File: src/rtl/sd_pkg.sv
// Shared definitions for the SD command-line PHY: response encodings, frame
// geometry and the CRC7 step used by both the transmit and receive paths.
package sd_pkg;

    typedef enum logic [1:0] {
        RESP_NONE      = 2'b00,
        RESP_R48       = 2'b01,
        RESP_R136      = 2'b10,
        RESP_R48_NOCRC = 2'b11
    } resp_type_t;

    typedef enum logic [2:0] {
        ST_IDLE,
        ST_TX,
        ST_NCC,
        ST_WAIT,
        ST_RX
    } state_t;

    localparam int CMD_FRAME_LEN  = 48;
    localparam int LONG_FRAME_LEN = 136;
    localparam int CMD_CRC_SPAN   = 40;

    // x^7 + x^3 + 1
    localparam logic [6:0] CRC7_POLY = 7'h09;

    function automatic logic [6:0] crc7_step(input logic [6:0] crc, input logic din);
        logic fb;
        fb = din ^ crc[6];
        return {crc[5:0], 1'b0} ^ (fb ? CRC7_POLY : 7'h00);
    endfunction

endpackage

File: src/rtl/sd_crc7.sv
// Serial CRC7 accumulator, one bit per enabled clock; clear has priority
// so a new frame can start on the same edge the previous one ended.
module sd_crc7
    import sd_pkg::*;
(
    input  logic       clk,
    input  logic       rst_n,
    input  logic       clear,
    input  logic       en,
    input  logic       din,
    output logic [6:0] crc
);

    always_ff @(posedge clk or negedge rst_n) begin
        if (!rst_n) begin
            crc <= '0;
        end else if (clear) begin
            crc <= '0;
        end else if (en) begin
            crc <= crc7_step(crc, din);
        end
    end

endmodule

File: src/rtl/sd_cmd_phy.sv
// SD CMD-line PHY: serialises a 48-bit command frame, then optionally waits
// for and captures a 48- or 136-bit response, checking CRC7 and end bit.
module sd_cmd_phy
    import sd_pkg::*;
#(
    parameter int TIMEOUT_TICKS = 64,
    parameter int NCC_TICKS     = 8
) (
    input  logic         clk,
    input  logic         rst_n,
    input  logic         sd_tick,
    input  logic         start,
    input  logic [5:0]   cmd_idx,
    input  logic [31:0]  cmd_arg,
    input  logic [1:0]   resp_type,
    input  logic         cmd_i,
    output logic         cmd_o,
    output logic         cmd_oe,
    output logic         busy,
    output logic         done,
    output logic [127:0] resp,
    output logic         crc_err,
    output logic         end_err,
    output logic         timeout
);

    localparam int CNT_MAX = (TIMEOUT_TICKS > NCC_TICKS) ? TIMEOUT_TICKS : NCC_TICKS;
    localparam int CNT_W   = $clog2(CNT_MAX + 1);

    localparam logic [7:0] TX_BITS      = 8'(CMD_FRAME_LEN);
    localparam logic [7:0] TX_CRC_START = 8'(CMD_CRC_SPAN);
    localparam logic [7:0] TX_END_BIT   = 8'(CMD_FRAME_LEN - 1);

    // The RX bit counter excludes the start bit, so counter value c carries
    // frame bit LEN-2-c; the CRC covers frame bits down to bit 8.
    localparam logic [7:0] RX_SHORT_LAST    = 8'(CMD_FRAME_LEN - 2);
    localparam logic [7:0] RX_LONG_LAST     = 8'(LONG_FRAME_LEN - 2);
    localparam logic [7:0] RX_SHORT_CRC_END = 8'(CMD_FRAME_LEN - 10);
    localparam logic [7:0] RX_LONG_CRC_BEG  = 8'(LONG_FRAME_LEN - 2 - 127);
    localparam logic [7:0] RX_LONG_CRC_END  = 8'(LONG_FRAME_LEN - 10);

    state_t             state;
    logic [5:0]         idx_q;
    logic [31:0]        arg_q;
    resp_type_t         type_q;
    logic [7:0]         bit_cnt;
    logic [CNT_W-1:0]   tick_cnt;
    logic [127:0]       rx_sr;

    logic [6:0]   crc;
    logic         crc_clr;
    logic         crc_en;
    logic         crc_din;

    logic [39:0]  tx_head;
    logic         tx_bit;
    logic         is_long;
    logic [7:0]   rx_last;
    logic         rx_in_crc;
    logic [127:0] rx_next;

    assign tx_head = {2'b01, idx_q, arg_q};
    assign is_long = (type_q == RESP_R136);
    assign rx_last = is_long ? RX_LONG_LAST : RX_SHORT_LAST;
    assign rx_next = {rx_sr[126:0], cmd_i};
    assign rx_in_crc = is_long ? (bit_cnt >= RX_LONG_CRC_BEG && bit_cnt <= RX_LONG_CRC_END)
                               : (bit_cnt <= RX_SHORT_CRC_END);

    // Frame bit for the current TX position: header, then CRC, then end bit.
    always_comb begin
        tx_bit = 1'b1;
        if (bit_cnt < TX_CRC_START) begin
            tx_bit = tx_head[6'(TX_CRC_START - 8'd1 - bit_cnt)];
        end else if (bit_cnt < TX_END_BIT) begin
            tx_bit = crc[3'(TX_END_BIT - 8'd1 - bit_cnt)];
        end
    end

    always_comb begin
        crc_clr = 1'b0;
        crc_en  = 1'b0;
        crc_din = 1'b0;
        case (state)
            ST_IDLE: crc_clr = start;
            ST_TX: begin
                crc_en  = sd_tick && (bit_cnt < TX_CRC_START);
                crc_din = tx_bit;
                crc_clr = sd_tick && (bit_cnt == TX_BITS);
            end
            // The start bit belongs to the checked span only for short frames.
            ST_WAIT: crc_en = sd_tick && !cmd_i && !is_long;
            ST_RX: begin
                crc_en  = sd_tick && rx_in_crc;
                crc_din = cmd_i;
            end
            default: ;
        endcase
    end

    sd_crc7 u_crc7 (
        .clk   (clk),
        .rst_n (rst_n),
        .clear (crc_clr),
        .en    (crc_en),
        .din   (crc_din),
        .crc   (crc)
    );

    always_ff @(posedge clk or negedge rst_n) begin
        if (!rst_n) begin
            state    <= ST_IDLE;
            cmd_o    <= 1'b1;
            cmd_oe   <= 1'b0;
            busy     <= 1'b0;
            done     <= 1'b0;
            crc_err  <= 1'b0;
            end_err  <= 1'b0;
            timeout  <= 1'b0;
            resp     <= '0;
            idx_q    <= '0;
            arg_q    <= '0;
            type_q   <= RESP_NONE;
            bit_cnt  <= '0;
            tick_cnt <= '0;
            rx_sr    <= '0;
        end else begin
            done <= 1'b0;
            case (state)
                ST_IDLE: begin
                    if (start) begin
                        idx_q    <= cmd_idx;
                        arg_q    <= cmd_arg;
                        type_q   <= resp_type_t'(resp_type);
                        crc_err  <= 1'b0;
                        end_err  <= 1'b0;
                        timeout  <= 1'b0;
                        busy     <= 1'b1;
                        bit_cnt  <= '0;
                        tick_cnt <= '0;
                        state    <= ST_TX;
                    end
                end

                ST_TX: begin
                    if (sd_tick) begin
                        if (bit_cnt < TX_BITS) begin
                            cmd_oe  <= 1'b1;
                            cmd_o   <= tx_bit;
                            bit_cnt <= bit_cnt + 8'd1;
                        end else begin
                            bit_cnt <= '0;
                            cmd_o   <= 1'b1;
                            if (type_q == RESP_NONE) begin
                                tick_cnt <= '0;
                                state    <= ST_NCC;
                            end else begin
                                // This tick already counts toward the response timeout.
                                cmd_oe   <= 1'b0;
                                tick_cnt <= CNT_W'(1);
                                state    <= ST_WAIT;
                            end
                        end
                    end
                end

                ST_NCC: begin
                    if (sd_tick) begin
                        if (tick_cnt == CNT_W'(NCC_TICKS - 1)) begin
                            cmd_oe   <= 1'b0;
                            busy     <= 1'b0;
                            done     <= 1'b1;
                            tick_cnt <= '0;
                            state    <= ST_IDLE;
                        end else begin
                            tick_cnt <= tick_cnt + CNT_W'(1);
                        end
                    end
                end

                ST_WAIT: begin
                    if (sd_tick) begin
                        if (!cmd_i) begin
                            bit_cnt  <= '0;
                            tick_cnt <= '0;
                            state    <= ST_RX;
                        end else if (tick_cnt == CNT_W'(TIMEOUT_TICKS - 1)) begin
                            timeout  <= 1'b1;
                            busy     <= 1'b0;
                            done     <= 1'b1;
                            tick_cnt <= '0;
                            state    <= ST_IDLE;
                        end else begin
                            tick_cnt <= tick_cnt + CNT_W'(1);
                        end
                    end
                end

                ST_RX: begin
                    if (sd_tick) begin
                        rx_sr   <= rx_next;
                        bit_cnt <= bit_cnt + 8'd1;
                        if (bit_cnt == rx_last) begin
                            resp    <= is_long ? rx_next : {90'b0, rx_next[45:8]};
                            crc_err <= (type_q != RESP_R48_NOCRC) && (crc != rx_next[7:1]);
                            end_err <= !rx_next[0];
                            busy    <= 1'b0;
                            done    <= 1'b1;
                            bit_cnt <= '0;
                            state   <= ST_IDLE;
                        end
                    end
                end

                default: begin
                    state  <= ST_IDLE;
                    cmd_oe <= 1'b0;
                    cmd_o  <= 1'b1;
                    busy   <= 1'b0;
                end
            endcase
        end
    end

endmodule

File: config.mk
export PLATFORM = sky130hd
export DESIGN_NAME = sd_cmd_phy
export DESIGN_NICKNAME = d
export VERILOG_FILES = /design/src/rtl/sd_pkg.sv /design/src/rtl/sd_crc7.sv /design/src/rtl/sd_cmd_phy.sv
export SDC_FILE = /design/constraint.sdc
export NUM_CORES = 1
export LEC_CHECK = 0
export CELL_PAD_IN_SITES_DETAIL_PLACEMENT = 1
export CELL_PAD_IN_SITES_GLOBAL_PLACEMENT = 2
export CORE_MARGIN = 1
export CORE_UTILIZATION = 32
export CTS_CLUSTER_SIZE = 20
export DETAILED_ROUTE_END_ITERATION = 7
export PLACE_DENSITY_LB_ADDON = 0.1
export RECOVER_POWER = 50
export SYNTH_ARGS = -nofsm -noshare
export SYNTH_HDL_FRONTEND = slang
export SYNTH_SLANG_ARGS = --single-unit
File: constraint.sdc
create_clock -name clk -period 4 [get_ports clk]
set_input_delay 0.8 -clock clk [delete_from_list [all_inputs] [get_ports clk]]
set_output_delay 0.8 -clock clk [all_outputs]
set_load 0.02 [all_outputs]
==> qor.txt <==
Worst setup path class - input port to flop
Starting Density - 32.4%
Post-DP Area - 0.0164 mm²
Final instance area - 0.0176 mm²
Nets - 1496
Most common flop cell mapped by yosys - dfrtp_1
Iter 0 DRT Violations - 437
Number of remaining DRC errors - 0
Yosys reg bits - 327
Worst-Margin Slew - 2100 ps
Area grow syn2layout - 26.2%
Initial antenna violation count - 0
Final TNS setup - 0 ps
Vias - 9720
Endpoints failing setup - 0
Leading cell types in the layout, fill and taps excluded - nand2_1 (370), dfrtp_1 (326), clkdlybuf4s50_1 (167), o21ai_0 (143), mux2_2 (128)
Cts hold-fix bufs - 0
FF+latch area - 0.00818 mm²
FMAX - 319 MHz
Skew-Pair Late Insertion Delay - 540 ps
Antenna Cells - 0
Root Buffer - clkbuf_16
Net Count, Synth - 1340
CTS HTree Levels - 2
Crit path launch type - input port
Mean Syn Cell Area - 10.8 µm²
Total clock sinks - 327
IO buf count - 179
Slew Viols, Final - 160
Status - finished with violations
Share of synthesized registers carrying an async set or reset - 100%
TritonCTS clock tree - done
First-pass GRT wire length - 57.4 mm
Total Routing Usage GR - 16.2%
Post-cts repair resize count - 0
Worst Path Arrival - 3610 ps
Max-cap violations - 3
Post-CTS setup buffer count - 0
Vias per cell - 4.73
Synth warnings - 0
Synth Cell Area - 0.0140 mm²
Sequential share of the synthesized area - 58.6%
Gpl congestion - 0.776
WL per Instance - 16.9 µm
Clock Tree Buf Depth - 3
Final hold vios - 0
Core Box Area - 0.0431 mm²
Adder-cell share of the synthesized area - 0.627%
Critical path peak fanout - 40
Unrepaired setup endpoints after global routing - false
Fin crit period - 3130 ps
Multi-input logic area - 0.00541 mm²
Final period utilization - 78.3%
Clk pin slew, worst setup/hold paths - 60 ps
CP endpoint kind - flop
Syn Inst Count - 1288
Req. time, crit path - 4480 ps
I/O pin cnt - 180
Share of cells above drive strength 1 - 14.6%
Post-synth EDFFs - 0
ANT nets after route - 0
Total global routing overflow - 0
Tot Pwr - 9.11 mW
Die H - 211 µm
Main combinational cell family by area after synthesis - multiplexers
Fillers - 4660
Die area - 0.0445 mm²
Number of global-route vias before repair - 10300
Maximum VDD drop - 0.000395 V
Reg-to-Reg Start - state[0]$_DFFE_PN0P_
Worst Hold Class - flop to flop
Simple-gate share of the synthesized area - 13.3%
Most common cell after layout, fill and taps aside - nand2_1
Leakage - 7.90 nW
Synth cell types - 56
Row cnt - 76
Fin Hold WS - 469 ps
Origin of the worst setup path - start
Total wire length - 34.8 mm
Placed cell count - 1987
Post-Synth XOR/XNOR Area - 0.797%
Post-synthesis mux area share - 15.4%
Drt first pass iters - 4
Clock Skew - 14.7 ps
Hold_sp - arg_q[20]$_DFFE_PN0P_
Final HPWL DP - 23.1 mm
Slew Limit Headroom - -39.8%
PD cells - 517 mW/mm²
Non-Filler Instances - 2054
Largest net degree at the start of global routing - 132
Die Wd - 211 µm
Compound-Gate Fraction of Synth Area - 8.41%
Num CTS Buffers - 40
Failing checks - max-capacitance violations, max-slew violations
==> state kept, by name, indices dropped and copies added (netlist names), 2 cells and up <==
name and cells:
arg_q 32, bit_cnt 8, idx_q 6, resp 128, rx_sr 127, state 3
tick_cnt 7, type_q 2, u_crc7.crc 7
==> where the power goes <==
part           leakage (nW)  switching (mW)  internal [mW]
Combinational          2.78           0.980          0.681
Clock                 0.633            1.38           2.23
Sequential             4.49           0.269           3.58
Total                  7.90            2.63           6.49
==> path summary, 6_finish.rpt <==
kind	slack (ps)	end	cells past startpoint
setup / recovery	870	arg_q[14]$_DFFE_PN0P_	6
hold / removal	470	arg_q[20]$_DFFE_PN0P_	2
setup reg to reg	1020	arg_q[11]$_DFFE_PN0P_	5
hold reg to reg	470	arg_q[20]$_DFFE_PN0P_	2
max in group asynchronous	970	resp[123]$_DFFE_PN0P_	2
min in group asynchronous	870	resp[68]$_DFFE_PN0P_	1
==> cell families (layout without fill, tap and decap cells) <==
group,Yosys count,count (layout)
simple gates,455,455
flops,327,327
compound gates,208,208
mux,186,186
buf+inv,94,275
xor+xnor,11,11
fa+ha+maj,7,7
==> layer usage <==
metal / global-route usage (%) / share of wire, % / up-vias
met4: 5.32 / 2.3 / 0
met1: 23.1 / 49 / 4818
li1: - / - / 4691
met2: 24.8 / 45 / 157
met5: 0 / 0 / -
met3: 2.90 / 3.8 / 54
==> worst max-delay path, cell delays in order <==
cell	delay [ps]
dlygate4sd3_1	660
nand2_1	110
nor3_1	420
clkbuf_1	1260
nand2_1	220
nand2_1	110
==> layout make-up <==
type                            count  share of cell area, %
Sequential cell                   327                   46.4
Multi-Input combinational cell    867                   30.7
Timing Repair Buffer              196                   11.1
Clock buffer                       59                   6.48
Tap cell                          585                   4.15
Clock inverter                      8                  0.880
Inverter                           12                  0.256
==> synthesized netlist by cell type (all sizes together) (2+ instances only) <==
master	count	area share, %
a21o	4	0.21
nor2b	8	0.36
nand3	12	0.43
a32o	2	0.14
o21a	2	0.11
inv	12	0.32
nor4b	3	0.19
mux2i	47	3.4
nand4	7	0.31
nand2b	5	0.22
nor4	3	0.13
nor3	3	0.11
nor2	26	0.72
nand2	371	10
dfrtp	326	58
xnor2	7	0.44
a31oi	3	0.13
a41oi	2	0.18
and3	7	0.31
nand3b	2	0.11
mux4	10	1.7
a21oi	13	0.47
ha	7	0.63
mux2	129	10
o21ai	154	5.5
o41ai	4	0.25
buf	32	1.2
and2	4	0.20
xor2	3	0.19
o31ai	5	0.27
a32oi	2	0.13
a22o	2	0.13
clkbuf	50	1.3
o22ai	4	0.18
a211oi	5	0.27
==> per-stage QoR <==
stage	setup WS, ps	util (%)
final	869	40.9
after global routing	439	40.9
after CTS	1100	41.1
after detailed placement	944	38.0
after global placement	952	38.0
after floorplan	1520	-
(Power assumes the default switching activity.)
